`config.mk`:
```
export PLATFORM = sky130hd
export DESIGN_NAME = syscall_halt_ctrl
export DESIGN_NICKNAME = d
export VERILOG_FILES = /design/src/rtl/syscall_pkg.sv /design/src/rtl/go_edge_sync.sv /design/src/rtl/syscall_halt_ctrl.sv
export SDC_FILE = /design/constraint.sdc
export NUM_CORES = 1
export LEC_CHECK = 0
export ABC_AREA = 0
export ABC_CLOCK_PERIOD_IN_PS = 2600
export CAP_MARGIN = 20
export CORE_ASPECT_RATIO = 1.4
export CORE_MARGIN = 1
export CORE_UTILIZATION = 45
export DETAILED_ROUTE_END_ITERATION = 8
export GPL_ROUTABILITY_DRIVEN = 0
export PLACE_DENSITY = 0.8
export REMOVE_ABC_BUFFERS = 1
export SLEW_MARGIN = 20
export SYNTH_ARGS = -nofsm -noshare
export SYNTH_HDL_FRONTEND = slang
export SYNTH_SLANG_ARGS = --single-unit
```
`constraint.sdc`:
```
create_clock -name clk -period 2.6 [get_ports clk]
set_clock_uncertainty 0.1 [all_clocks]
set_input_delay 0.26 -clock clk [delete_from_list [all_inputs] [get_ports clk]]
set_output_delay 0.26 -clock clk [all_outputs]
set_load 0.005 [all_outputs]
```
`src/rtl/syscall_pkg.sv`:
```
// Shared types and default service codes for the run/halt sequencer.
package syscall_pkg;

    // Sequencer states: normal execution, paused on a syscall, single
    // step past the pausing syscall, and permanent stop.
    typedef enum logic [1:0] {
        ST_RUN    = 2'd0,
        ST_HALT   = 2'd1,
        ST_RESUME = 2'd2,
        ST_EXIT   = 2'd3
    } state_e;

    // $v0 service codes recognised on SYSCALL.
    localparam logic [31:0] SVC_PRINT_DEF = 32'h0000_0022;
    localparam logic [31:0] SVC_EXIT_DEF  = 32'h0000_000A;

endpackage

```
`src/rtl/go_edge_sync.sv`:
```
// Synchronises the asynchronous Go button into the core clock domain and
// produces a single-cycle pulse on each rising edge of the synchronised level.
module go_edge_sync #(
    parameter int SYNC_STAGES = 2
) (
    input  logic clk,
    input  logic rst,
    input  logic go_async,
    output logic go_rise
);

    logic [SYNC_STAGES-1:0] sync_q, sync_d;
    logic                   prev_q, prev_d;

    // Shift the button level through the chain; remember last stage for edge detect.
    always_comb begin
        sync_d = {sync_q[SYNC_STAGES-2:0], go_async};
        prev_d = sync_q[SYNC_STAGES-1];
    end

    // Chain and edge flop registers, cleared by synchronous reset.
    // NOTE: sequential state uses non-blocking assignments so every flop
    // samples the pre-edge value of its neighbours.
    always_ff @(posedge clk) begin
        if (rst) begin
            sync_q <= '0;
            prev_q <= 1'b0;
        end else begin
            sync_q <= sync_d;
            prev_q <= prev_d;
        end
    end

    assign go_rise = sync_q[SYNC_STAGES-1] & ~prev_q;

endmodule

```
`src/rtl/syscall_halt_ctrl.sv`:
```
// Run/halt sequencer for the single-cycle MIPS core: decodes SYSCALL
// services from $v0, gates the PC write enable, latches printed values
// for the board display and keeps saturating retire counters.
module syscall_halt_ctrl
    import syscall_pkg::*;
#(
    parameter int          CNT_W       = 32,
    parameter logic [31:0] SVC_PRINT   = SVC_PRINT_DEF,
    parameter logic [31:0] SVC_EXIT    = SVC_EXIT_DEF,
    parameter int          SYNC_STAGES = 2
) (
    input  logic             clk,
    input  logic             rst,
    input  logic             syscall,
    input  logic [31:0]      v0_val,
    input  logic [31:0]      a0_val,
    input  logic             go_async,
    output logic             pc_en,
    output logic             halted,
    output logic             done,
    output logic [31:0]      disp_data,
    output logic             disp_valid,
    output logic [CNT_W-1:0] instr_cnt,
    output logic [CNT_W-1:0] sys_cnt
);

    state_e             state_q, state_d;
    logic [31:0]        disp_data_q, disp_data_d;
    logic               disp_valid_q, disp_valid_d;
    logic [CNT_W-1:0]   instr_cnt_q, instr_cnt_d;
    logic [CNT_W-1:0]   sys_cnt_q, sys_cnt_d;
    logic               go_rise;
    logic               is_print;
    logic               is_exit;
    logic               sys_taken;

    go_edge_sync #(
        .SYNC_STAGES (SYNC_STAGES)
    ) u_go_sync (
        .clk      (clk),
        .rst      (rst),
        .go_async (go_async),
        .go_rise  (go_rise)
    );

    // Full 32-bit service decode; only meaningful while running.
    assign is_print  = (v0_val == SVC_PRINT);
    assign is_exit   = (v0_val == SVC_EXIT);
    assign sys_taken = (state_q == ST_RUN) && syscall;

    // Next-state, PC enable and display latch decode.
    // NOTE: every output of this block gets a default first so no path
    // leaves a value unassigned and no latch is inferred.
    always_comb begin
        state_d      = state_q;
        pc_en        = 1'b0;
        disp_data_d  = disp_data_q;
        disp_valid_d = 1'b0;
        unique case (state_q)
            ST_RUN: begin
                if (!syscall) begin
                    pc_en = 1'b1;
                end else if (is_print) begin
                    pc_en        = 1'b1;
                    disp_data_d  = a0_val;
                    disp_valid_d = 1'b1;
                end else if (is_exit) begin
                    state_d = ST_EXIT;
                end else begin
                    state_d = ST_HALT;
                end
            end
            ST_HALT: begin
                if (go_rise) state_d = ST_RESUME;
            end
            ST_RESUME: begin
                // Step past the pausing SYSCALL without re-decoding it.
                pc_en   = 1'b1;
                state_d = ST_RUN;
            end
            ST_EXIT: begin
                state_d = ST_EXIT;
            end
            default: begin
                state_d = ST_RUN;
            end
        endcase
    end

    // Saturating retire counters: hold at all-ones instead of wrapping.
    always_comb begin
        instr_cnt_d = instr_cnt_q;
        sys_cnt_d   = sys_cnt_q;
        if (pc_en && !(&instr_cnt_q)) instr_cnt_d = instr_cnt_q + CNT_W'(1);
        if (sys_taken && !(&sys_cnt_q)) sys_cnt_d = sys_cnt_q + CNT_W'(1);
    end

    // State, display and counter registers; reset overrides every input.
    always_ff @(posedge clk) begin
        if (rst) begin
            state_q      <= ST_RUN;
            disp_data_q  <= '0;
            disp_valid_q <= 1'b0;
            instr_cnt_q  <= '0;
            sys_cnt_q    <= '0;
        end else begin
            state_q      <= state_d;
            disp_data_q  <= disp_data_d;
            disp_valid_q <= disp_valid_d;
            instr_cnt_q  <= instr_cnt_d;
            sys_cnt_q    <= sys_cnt_d;
        end
    end

    assign halted     = (state_q == ST_HALT);
    assign done       = (state_q == ST_EXIT);
    assign disp_data  = disp_data_q;
    assign disp_valid = disp_valid_q;
    assign instr_cnt  = instr_cnt_q;
    assign sys_cnt    = sys_cnt_q;

endmodule

```
==> results.yml, run 1 <==
outcome:
  status: "complete, no violations"
worst_hold_path:
  hold_depth: 2
  hp-start: "rst"
  min_path_type: "primary input to flop"
cells_and_area:
  fin_util: 0.689
  final_common_cell: "clkdlybuf4s50_1"
  layout_common_cells: "clkdlybuf4s50_1, dfxtp_1, nand2_1, a21oi_1, nor2_1"
  drive_gt1_frac: 0.0859
  final_nets: 837
  synthToLayoutAreaGrowth_pct: 49.9
  diodes: 0
  final_cell_area_um2: 7130
detailed_routing:
  post_drt_wl_per_cell_um: 14.9
  drt_iter0_markers: 265
  via_per_inst: 5.68
  drcViolationCount: 0
  final_antenna_net_count: 0
  vias: 5150
  drtPass1Iterations: 7
  wl_um: 13500
timing:
  fin_ws_ns: 0.110
  finalSetupViolations: 0
  hold_viol: 0
  max_freq_mhz: 402
  period_share: 0.958
  period_minus_slack_ns: 2.49
  worst_pin_slew_ns: 0.517
  relSlewSlack: 0.655
  rsz0062_at_grt: "false"
  drv_slew: 0
  worst_hold_slack_ns: 0.270
setup_path:
  worst_r2r_path_depth: 6
  start_kind: "primary input"
  crit_type: "primary input to primary output"
  crit_path_cell_trace: "clkdlybuf4s50_1, nor4b_2, nand4_1, nor3_2, buf_4, o22ai_4, inv_2, clkdlybuf4s50_1"
  slowest_stage: "clkdlybuf4s50_1"
  cpPeakStageDelay_ns: 0.49
  r2r-start: "instr_cnt[13]$_SDFFE_PP0P_"
  cp-end-kind: "primary output"
  critical_path.startpoint: "v0_val[0]"
  required_ns: 2.24
  cp_common_cell: "clkdlybuf4s50_1"
  cp.arrival_ns: 2.13
  crit_fanout: 3
power:
  vdd_drop_max_v: 0.000355
  design_power_total_mw: 3.81
  leakage_nw: 2.41
  power_density_nw_per_um2: 534
clock_tree:
  ctsRootBufferMaster: "clkbuf_16"
  numCtsBuffers: 9
  cts_tree: "yes"
  cts_max_path_buffers: 2
  clk_pin_slew_ns: 0.07
  clock_latency_ns: 0.35
  cts_max_level: 3
  clock_sinks: 102
grt:
  track_usage: 0.249
  grt_max_degree: 50
  grt_pass1_wl_um: 21400
  grt_antenna_before_repair: 0
  grt.overflow.total: 0
  grt_pass1_vias: 4732
floorplanning:
  start_util: 0.460
  dieWidth_um: 88.9
  die_area_um2: 11000
  rows: 44
  core_um2: 10300
  die_h_um: 124
  io_pins: 168
synth:
  synthArstFlopShare: 0
  yosysUniqueCellTypes: 45
  postSynthAreaPerCell_um2: 8.12
  netlist_instances: 586
  ys_seq_area_frac: 0.429
  ys_ff_latch: 102
  ys_warn_count: 0
  netlist_area_um2: 4760
  synth-main-ff-cell: "dfxtp_1"
  synth_edf_count: 0
placed_design:
  dp_hpwl_um: 9790
  postPlaceCellArea_um2: 6750
  pre_cts_ws_ns: -0.163
  io_buffers: 167
run:
  cap_violations: 0
-- through the flow --
step / instances / setup TNS (ns)
after global routing: 906 / 0
after detailed placement: 887 / -2.44
after floorplan: 554 / -48.53
after global placement: 887 / -0.767
after CTS: 905 / 0
final: 906 / 0
-- cells by family (layout without fill, tap and decap cells) --
group | after synthesis | count (layout) | synth area share
XOR/XNOR | 30 | 30 | 0.0552
adder cells (fa/ha/maj) | 6 | 6 | 0.0158
flip-flops | 102 | 102 | 0.429
buffers and inverters | 41 | 222 | 0.0331
AO/OA/AOI/OAI | 101 | 102 | 0.128
AND/OR/NAND/NOR | 303 | 303 | 0.332
multiplexers | 3 | 3 | 0.00710
-- state kept, by name (all words and copies together), names as in the netlist --
signal	cells
state_q	2
instr_cnt	32
disp_data	32
disp_valid	1
u_go_sync.prev_q	1
u_go_sync.sync_q	2
sys_cnt	32
-- layout make-up --
type / count / area, µm²
multi-input combinational: 444 / 2630
inverter: 9 / 33.8
sequential: 102 / 2040
fill: 849 / 3220
tap: 138 / 173
clock inverter: 6 / 75.1
clock buffer: 10 / 239
timing repair buffer: 197 / 1940
-- synthesized netlist by cell type (2+ instances only) --
master	n	area (µm²)
nor2b_1	5	31.3
and4_1	9	78.8
or4_1	23	173
o21ai_0	6	30.0
nor4_1	17	106
mux2_2	3	33.8
buf_2	3	15.0
o31ai_1	20	150
and2_1	7	43.8
ha_1	6	75.1
clkbuf_1	29	109
nand2b_1	2	12.5
o21ba_2	2	20.0
inv_1	9	33.8
or3_1	8	50.1
xor2_1	21	184
nand2_1	98	368
o41ai_1	2	17.5
dfxtp_1	102	2040
nor4b_1	5	43.8
a311oi_1	2	17.5
nor3b_1	2	15.0
a21oi_1	60	300
nand3_1	26	130
and3_1	13	81.3
nor2_1	47	176
nor3_1	11	55.1
nand4_1	23	144
xnor2_1	9	78.8
-- worst paths after layout --
path / to / slack, ns
worst max-delay path: pc_en / 0.11
worst min-delay path: u_go_sync.prev_q$_SDFF_PP0_ / 0.27
worst max register to register: instr_cnt[31]$_SDFFE_PP0P_ / 0.17
worst min register to register: u_go_sync.prev_q$_SDFF_PP0_ / 0.35
-- critical path, delay by kind of cell --
family	cells	cell delay, ns
compound gates	1	0.08
buf+inv	4	1.19
simple gates	3	0.59
-- layer usage --
| layer | wire [µm] | GRT usage | vias up |
|---|---|---|---|
| met4 | 310 | 0.103 | 0 |
| li1 | - | - | 2485 |
| met1 | 5170 | 0.282 | 2430 |
| met2 | 7120 | 0.438 | 207 |
| met5 | 0 | 0 | - |
| met3 | 926 | 0.0643 | 28 |
-- repair_timing --
| item | in CTS | in global routing |
|---|---|---|
| endpoints found under the setup margin | 1 | 17 |
| pin swaps | 1 | 2 |
| gates resized for setup | 3 | 6 |
| hold buffers | 0 | 0 |
| buffers inserted | 1 | 1 |
| cloned | 1 | 0 |
-- power breakdown --
group          leakage, nW  internal, mW  switching, mW  total, mW
Clock                0.152         0.788          0.610       1.40
Combinational         1.43         0.374          0.393      0.767
Sequential           0.823          1.60         0.0450       1.65
Total                 2.41          2.76           1.05       3.81
(Power assumes the default switching activity.)
==> run 2: changes to the inputs <==
ABC_CLOCK_PERIOD_IN_PS = 2970   (was 2600)
CORE_MARGIN = default   (was 1)
CORE_UTILIZATION = 49   (was 45)
PLACE_DENSITY = 0.86   (was 0.8)
SLEW_MARGIN = default   (was 20)
clock period = 2.97 ns   (was 2.6 ns; I/O delays follow)
==> results.yml, run 2 (synthesized netlist as in run 1, its figures left out) <==
outcome:
  status: "complete, no violations"
clock_tree:
  ctsRootBufferMaster: "clkbuf_16"
  clock_latency_ns: 0.34
  clk_pin_slew_ns: 0.07
  cts_resized: 0
  cts_tree: "yes"
  postCtsSetupBuffers: 0
  clock_sinks: 102
  holdBufCountCts: 0
  numCtsBuffers: 9
  cts_max_path_buffers: 2
  cts_max_level: 3
cells_and_area:
  final_nets: 818
  register_area_um2: 2040
  diodes: 0
  synthToLayoutAreaGrowth_pct: 44.8
  instances_no_fill: 859
  layout_common_cells: "clkdlybuf4s50_1, dfxtp_1, nand2_1, a21oi_1, nor2_1"
  drive_gt1_frac: 0.0534
  final_cell_area_um2: 6890
  fill_cells: 716
  final_common_cell: "clkdlybuf4s50_1"
  multi_input_area_um2: 2590
power:
  leakage_nw: 2.28
  vdd_drop_max_v: 0.000323
  design_power_total_mw: 3.30
  power_density_nw_per_um2: 479
setup_path:
  path_buf_inv: 4
  crit_family: "buffers and inverters"
  start_kind: "primary input"
  crit_type: "primary input to primary output"
  required_ns: 2.57
  cpPeakStageDelay_ns: 0.52
  slowest_stage: "clkdlybuf4s50_1"
  r2r-start: "instr_cnt[12]$_SDFFE_PP0P_"
  crit_fanout: 14
  crit_path_cell_trace: "clkdlybuf4s50_1, nor4_1, nand4_1, nor3_1, buf_4, o22ai_4, inv_1, clkdlybuf4s50_1"
  worstReg2RegEnd: "instr_cnt[29]$_SDFFE_PP0P_"
  r2r_slack_ns: 0.51
  cp_common_cell: "clkdlybuf4s50_1"
  worst_r2r_path_depth: 6
  cp.arrival_ns: 2.44
  cp-end-kind: "primary output"
timing:
  worst_hold_slack_ns: 0.348
  hold_viol: 0
  relSlewSlack: 0.483
  worst_pin_slew_ns: 0.776
  rsz0062_at_grt: "false"
  period_share: 0.954
  max_freq_mhz: 353
  finalSetupViolations: 0
  drv_slew: 0
  period_minus_slack_ns: 2.83
detailed_routing:
  drtPass1Iterations: 5
  drcViolationCount: 0
  drt_iter0_markers: 263
  post_drt_wl_per_cell_um: 16.1
  via_per_inst: 5.84
  final_antenna_net_count: 0
  wl_um: 13800
  vias: 5017
floorplanning:
  die_h_um: 119
  core_um2: 9460
  io_pins: 168
  die_area_um2: 10100
  dieWidth_um: 85.3
  rows: 42
  start_util: 0.503
worst_hold_path:
  hp-start: "u_go_sync.sync_q[0]$_SDFF_PP0_"
  hold_depth: 1
  hold_path_end: "u_go_sync.sync_q[1]$_SDFF_PP0_"
  min_path_type: "flop to flop"
placed_design:
  io_buffers: 167
  dp_hpwl_um: 10200
  placed_cells: 843
  postPlaceCellArea_um2: 6570
grt:
  grt_antenna_before_repair: 0
  grt_pass1_wl_um: 22400
  grt.overflow.total: 0
  grt_pass1_vias: 4751
  grt_max_degree: 45
  track_usage: 0.274
run:
  cap_violations: 0
==> run 2: cell types whose count changed in the layout (fill, tap and decap cells not counted), sizes merged <==
cell / change
buf: -18
inv: -1
o22ai: -1
clkinvlp: +1
clkdlybuf4s50: +2
clkinv: -1
bufinv: +1
dlymetal6s2s: -2
==> run 2: per-stage QoR <==
step	TNS (ns)	util	setup slack [ns]
2_1_floorplan	-25.70	-	-0.604
3_3_place_gp	0	0.694	0.113
3_5_place_dp	0	0.694	0.0623
4_1_cts	0	0.728	0.139
5_1_grt	0	0.728	0.0569
6_report	0	0.728	0.135
==> run 2: final cells by class <==
| class | instances | area share |
|---|---|---|
| Multi-Input combinational cell | 443 | 0.375 |
| Sequential cell | 102 | 0.296 |
| Timing Repair Buffer | 179 | 0.257 |
| Clock buffer | 10 | 0.0332 |
| Tap cell | 110 | 0.0200 |
| Clock inverter | 6 | 0.0134 |
| Inverter | 9 | 0.00490 |
==> run 2: how the worst max path moves through the flow <==
stage | end | start | cells after the start | slack (ns)
6_report | pc_en | v0_val[13] | 8 | 0.14
5_1_grt | pc_en | v0_val[3] | 8 | 0.06
4_1_cts | pc_en | v0_val[0] | 8 | 0.14
3_5_place_dp | instr_cnt[20]$_SDFFE_PP0P_ | v0_val[0] | 9 | 0.06
3_3_place_gp | pc_en | v0_val[3] | 8 | 0.11
2_1_floorplan | instr_cnt[25]$_SDFFE_PP0P_ | state_q[0]$_SDFFE_PP0P_ | 7 | -0.60
==> run 2: power breakdown <==
group          switching, mW  internal [mW]  leakage [nW]
clock                  0.521          0.745         0.150
sequential            0.0384           1.40         0.823
combinational          0.315          0.278          1.31
==> run 2: layer usage <==
layer	track usage	part of all wire	up-vias
met5	0	0	-
met4	0.133	0.043	0
met3	0.0622	0.056	49
met2	0.481	0.52	195
met1	0.309	0.38	2331
li1	-	-	2442
